===== src/rtl/cheri_pkg.sv =====
// cheri_pkg
//   Shared definitions for the CHERI revocation blocks.
//   - tsmap_ctrl_state_e : states of the TSMAP SRAM controller FSM
//   - tsmap_merge()      : applies a set/clear bit mask to a TSMAP word
package cheri_pkg;

  typedef enum logic [1:0] {
    TSMAP_IDLE = 2'd0,
    TSMAP_RD   = 2'd1,
    TSMAP_CAP  = 2'd2,
    TSMAP_WR   = 2'd3
  } tsmap_ctrl_state_e;

  // Set (isSet=1) or clear (isSet=0) the bits selected by bitMask.
  function automatic logic [31:0] tsmap_merge(input logic [31:0] oldWord,
                                              input logic [31:0] bitMask,
                                              input logic        isSet);
    return isSet ? (oldWord | bitMask) : (oldWord & ~bitMask);
  endfunction

endpackage


===== src/rtl/cheri_tsmap_ctrl.sv =====
// cheri_tsmap_ctrl
//   Single-port controller for the revocation bitmap (TSMAP) SRAM.
//   Revocation lookups own the port whenever they strobe and always get
//   their data one cycle later. Allocator bit set/clear updates run as
//   read-modify-write sequences in the idle slots between lookups, and a
//   lookup that hits the word being updated receives the merged value.
//
//   Ports
//     clk_i, rst_ni         clock, asynchronous active-low reset
//     trvk_cs_i/addr_i      lookup strobe and word address
//     trvk_rdata_o          lookup data, one cycle after the strobe
//     upd_req_i/gnt_o       update handshake (grant is combinational)
//     upd_addr_i/mask_i     update word address and bits to modify
//     upd_set_i             1 = set masked bits, 0 = clear them
//     upd_done_o/err_o      completion pulse, err = address out of range
//     busy_o                an update is in flight
//     mem_*                 single-port SRAM interface, 1-cycle read latency
module cheri_tsmap_ctrl
  import cheri_pkg::*;
#(
  parameter int unsigned TSMapSize = 1024
) (
  input  logic        clk_i,
  input  logic        rst_ni,
  input  logic        trvk_cs_i,
  input  logic [15:0] trvk_addr_i,
  output logic [31:0] trvk_rdata_o,
  input  logic        upd_req_i,
  output logic        upd_gnt_o,
  input  logic [15:0] upd_addr_i,
  input  logic [31:0] upd_mask_i,
  input  logic        upd_set_i,
  output logic        upd_done_o,
  output logic        upd_err_o,
  output logic        busy_o,
  output logic        mem_req_o,
  output logic        mem_we_o,
  output logic [15:0] mem_addr_o,
  output logic [31:0] mem_wdata_o,
  input  logic [31:0] mem_rdata_i
);

  tsmap_ctrl_state_e r_state, w_stateNext;

  logic [15:0] r_addr;
  logic [31:0] r_mask;
  logic        r_set;
  logic [31:0] r_fwdData;
  logic        r_fwdSel;
  logic        r_done;
  logic        r_err;

  logic        w_inRange;
  logic        w_latch;
  logic        w_doneNext;
  logic        w_errNext;
  logic        w_collide;
  logic [31:0] w_merged;

  assign w_inRange = ({16'd0, upd_addr_i} < TSMapSize);

  // In CAP the SRAM read data of the update is on mem_rdata_i this cycle.
  assign w_merged = tsmap_merge(mem_rdata_i, r_mask, r_set);

  // Once the old word has been captured, lookups of the same word must see
  // the merged value; before that (RD) plain memory data is still correct.
  assign w_collide = trvk_cs_i && (trvk_addr_i == r_addr) &&
                     ((r_state == TSMAP_CAP) || (r_state == TSMAP_WR));

  // Next-state logic and SRAM port mux; a lookup overrides any FSM access.
  always_comb begin
    w_stateNext = r_state;
    upd_gnt_o   = 1'b0;
    w_latch     = 1'b0;
    w_doneNext  = 1'b0;
    w_errNext   = 1'b0;
    mem_req_o   = 1'b0;
    mem_we_o    = 1'b0;
    mem_addr_o  = 16'd0;
    mem_wdata_o = 32'd0;

    unique case (r_state)
      TSMAP_IDLE: begin
        upd_gnt_o = upd_req_i;
        if (upd_req_i) begin
          w_latch = 1'b1;
          if (w_inRange) begin
            w_stateNext = TSMAP_RD;
          end else begin
            w_doneNext = 1'b1;
            w_errNext  = 1'b1;
          end
        end
      end
      TSMAP_RD: begin
        if (!trvk_cs_i) begin
          mem_req_o   = 1'b1;
          mem_addr_o  = r_addr;
          w_stateNext = TSMAP_CAP;
        end
      end
      TSMAP_CAP: begin
        w_stateNext = TSMAP_WR;
      end
      TSMAP_WR: begin
        if (!trvk_cs_i) begin
          mem_req_o   = 1'b1;
          mem_we_o    = 1'b1;
          mem_addr_o  = r_addr;
          mem_wdata_o = r_fwdData;
          w_doneNext  = 1'b1;
          w_stateNext = TSMAP_IDLE;
        end
      end
      default: w_stateNext = TSMAP_IDLE;
    endcase

    if (trvk_cs_i) begin
      mem_req_o   = 1'b1;
      mem_we_o    = 1'b0;
      mem_addr_o  = trvk_addr_i;
      mem_wdata_o = 32'd0;
    end
  end

  // State, latched request, merged word and forward/completion flags.
  // Reset drops any in-flight update without writing it.
  always_ff @(posedge clk_i or negedge rst_ni) begin
    if (!rst_ni) begin
      r_state   <= TSMAP_IDLE;
      r_addr    <= 16'd0;
      r_mask    <= 32'd0;
      r_set     <= 1'b0;
      r_fwdData <= 32'd0;
      r_fwdSel  <= 1'b0;
      r_done    <= 1'b0;
      r_err     <= 1'b0;
    end else begin
      r_state <= w_stateNext;
      if (w_latch) begin
        r_addr <= upd_addr_i;
        r_mask <= upd_mask_i;
        r_set  <= upd_set_i;
      end
      if (r_state == TSMAP_CAP) begin
        r_fwdData <= w_merged;
      end
      r_fwdSel <= w_collide;
      r_done   <= w_doneNext;
      r_err    <= w_errNext;
    end
  end

  assign trvk_rdata_o = r_fwdSel ? r_fwdData : mem_rdata_i;
  assign upd_done_o   = r_done;
  assign upd_err_o    = r_err;
  assign busy_o       = (r_state != TSMAP_IDLE);

endmodule


===== config.mk =====
export PLATFORM = sky130hd
export DESIGN_NAME = cheri_tsmap_ctrl
export DESIGN_NICKNAME = d
export VERILOG_FILES = /design/src/rtl/cheri_pkg.sv /design/src/rtl/cheri_tsmap_ctrl.sv
export SDC_FILE = /design/constraint.sdc
export NUM_CORES = 1
export LEC_CHECK = 0
export ABC_CLOCK_PERIOD_IN_PS = 2400
export BUFFER_PORTS_ARGS = -buffer_cell sky130_fd_sc_hd__buf_2
export CAP_MARGIN = 20
export CORE_MARGIN = 5
export CORE_UTILIZATION = 48
export CTS_CLUSTER_SIZE = 30
export DETAILED_ROUTE_END_ITERATION = 12
export PLACE_DENSITY_LB_ADDON = 0.15
export SLEW_MARGIN = 20
export SYNTH_ARGS = -nofsm -noshare
export SYNTH_HDL_FRONTEND = slang
export SYNTH_SLANG_ARGS = --single-unit

===== constraint.sdc =====
create_clock -name clk_i -period 2.4 [get_ports clk_i]
set_clock_uncertainty 0.2 [all_clocks]
set_input_delay 0.24 -clock clk_i [delete_from_list [all_inputs] [get_ports clk_i]]
set_output_delay 0.24 -clock clk_i [all_outputs]
set_load 0.01 [all_outputs]

==> impl_metrics.json <==
{
  "status": "finished, final reports clean",
  "row_count": 35,
  "layout-drive-gt1-share_pct": 47.28,
  "regArea_um2": 2152,
  "fmax_ghz": 0.4411,
  "worst_path_max_delay_cell": "dfrtp_1",
  "io_buffer_count": 186,
  "synthCells": 385,
  "cts_tree": "built",
  "ff2ff_path_depth": 5,
  "cts.sink_count": 86,
  "crit_type": "flip-flop to output port",
  "power_frac_comb_pct": 40.7,
  "wl_mm": 11.49,
  "path_delay_family": "simple AND/OR/NAND/NOR gates",
  "startpoint": "r_state[1]",
  "critPathBufInv": 2,
  "clockRootBuffer": "clkbuf_8",
  "clk_path_buf_depth": 2,
  "multiInputGateArea_um2": 2208,
  "cts.clk_slew.worst_paths_ns": 0.08,
  "synth-seq-cells": 86,
  "crit_path_end": "mem_addr_o[6]",
  "reg2reg_from": "r_state[0]",
  "switching_share_pct": 35.45,
  "post-dp-hpwl_mm": 8.017,
  "grt.overflow.total": 0,
  "p_total_mw": 6.623,
  "io_pins": 187,
  "powerDensity_nw_per_um2": 1043,
  "startpoint_type": "flip-flop",
  "die_area_um2": 11370,
  "final_common_cell": "buf_2",
  "crit_chain": "inv_1 > ha_1 > nor2_1 > nor2_4 > a22o_1 > buf_2",
  "clkPwrFrac_pct": 17.4,
  "ir_drop_mv": 0.4651,
  "clock_latency_ns": 0.34,
  "tightest_slew_ns": 0.6906,
  "hp-class": "primary input to flip-flop",
  "cp-end-kind": "output port",
  "drt_iter0_markers": 99,
  "grt_max_degree": 66,
  "max_slew_margin_pct": 53.96,
  "grt_pass1_wl_mm": 18.83,
  "finalNetCount": 727,
  "maxCapViolCount": 0,
  "synth_fp_nets": 491,
  "period_share_pct": 94.45,
  "core_um2": 9153,
  "vias_per_cell": 5.117,
  "wire_per_inst_um": 15.59,
  "layout_common_cells": "buf_2 (185), dfrtp_1 (86), mux2_2 (79)",
  "ys_seq_area_share_pct": 48.02,
  "period_needed_ns": 2.267,
  "cts_max_level": 3,
  "syn-cell-area_um2": 4482,
  "yosys.cell_types.count": 24,
  "die_width_um": 106.6,
  "antenna_found_initial": 0,
  "r2r_slack_ns": 0.61,
  "start_util_pct": 48.97,
  "drc_errors": 0,
  "cts_buffers": 9,
  "path_max_fanout": 16,
  "finalSetupViolations": 0,
  "rsz0062_at_grt": "false",
  "gp_congestion": 0.7643,
  "antenna_cells": 0,
  "ant_nets": 0,
  "die-height_um": 106.6,
  "drtPass1Iterations": 6,
  "worstHoldStart": "mem_rdata_i[15]",
  "pwr-share-seq_pct": 41.9,
  "slew_viol_final": 0,
  "synth_area_per_cell_um2": 11.64,
  "p_sw_mw": 2.348,
  "worst_r2r_endpoint": "r_fwdData[27]",
  "cp.depth": 6,
  "grt_usage_pct": 20.44,
  "required_ns": 1.96,
  "p_int_mw": 4.275,
  "fill_cells": 705,
  "hold_viol": 0,
  "fin_setup_tns_ns": 0,
  "first_global_vias": 3915,
  "area_growth_pct": 41.74,
  "vias": 3771,
  "cp_data_arrival_time_ns": 1.83,
  "cp_slowest_stage_delay_ns": 0.40,
  "ys_warn_count": 0,
  "p_leak_nw": 3.140
}
-- worst min path at each step --
stage                          endpoint  slack (ns)  depth (start not counted)
after floorplan               r_addr[0]       -0.26                          0
after global placement        r_mask[4]       0.006                          1
after detailed placement      r_mask[4]        0.01                          1
after CTS                  r_fwdData[9]      0.0001                          3
after global routing      r_fwdData[18]        0.02                          3
final                     r_fwdData[15]       0.008                          3
-- worst min-delay path: stages --
cell and delay, ns:
buf_2 0.08, mux2i_1 0.05, a21oi_1 0.13
-- logic make-up after synthesis --
| kind of cell | Yosys count | synth area share [%] |
|---|---|---|
| multiplexers | 115 | 28.06 |
| flip-flops | 86 | 48.02 |
| AND/OR/NAND/NOR | 81 | 9.157 |
| AO/OA/AOI/OAI | 51 | 7.202 |
| buffers and inverters | 31 | 3.043 |
| XOR/XNOR | 16 | 3.127 |
| adder cells (fa/ha/maj) | 5 | 1.396 |
-- state kept, by name, indices dropped and copies added, names as in the netlist --
name and count:
r_addr 16, r_mask 32, upd_err_o 1, r_fwdSel 1
r_state 2, upd_done_o 1, r_set 1, r_fwdData 32
-- cells in the mapped netlist (all sizes together) --
library cell   n  share of area (%)
a21oi         33                3.7
a22o          16                3.1
and2          32                4.5
and3           1               0.14
buf           15                1.7
clkbuf        11               0.92
dfrtp         86                 48
ha             5                1.4
inv            5               0.42
mux2          82                 21
mux2i         33                7.4
nand2          2               0.17
nand4          1               0.14
nor2          39                3.3
nor2b          1               0.14
nor4           5               0.84
o21ai          1               0.11
o22ai          1               0.28
xor2          16                3.1
-- power groups by stage --
stage,Combinational (mW),Clock [mW],Sequential (mW)
2_1_floorplan,1.98,0,2.60
3_3_place_gp,2.55,0,2.77
3_5_place_dp,2.65,0,2.80
4_1_cts,2.73,1.19,2.78
5_1_grt,3.01,1.24,2.87
6_report,2.69,1.15,2.78
-- stage by stage --
stage	hold WS [ns]	instances	cell area [um^2]	setup WS, ns	utilization [%]
after CTS	0.00009648	737	6352	0.1251	69.41
after global routing	0.01886	737	6352	0.01489	69.41
after floorplan	-0.2556	385	4482	0.6368	-
final	0.008400	737	6352	0.1331	69.41
after global placement	0.006233	664	5542	0.2038	60.55
after detailed placement	0.01482	664	5542	0.04914	60.55
-- per-layer routing --
metal  vias up  wire length [um]  global-route usage (%)
met5         -                 0                       0
met4         0                85                   6.575
met3         8               735                   3.552
met2       116              5707                   34.22
met1      1826              4963                   27.05
li1       1821                 -                       -
-- final cells by class --
type                            instances  area share (%)
Inverter                                5          0.2955
Tap cell                              111           2.186
Timing Repair Buffer                  251           25.21
Clock inverter                          5           1.280
Sequential cell                        86           33.88
Multi-Input combinational cell        268           34.76
Clock buffer                           11           2.383
-- timing repair --
action,4_1_cts,5_1_grt
gates resized for setup,2,0
endpoints found under the hold margin,88,0
buffers inserted,0,0
hold buffers,57,0
setup endpoints to repair,16,0
(Power assumes the default switching activity.)
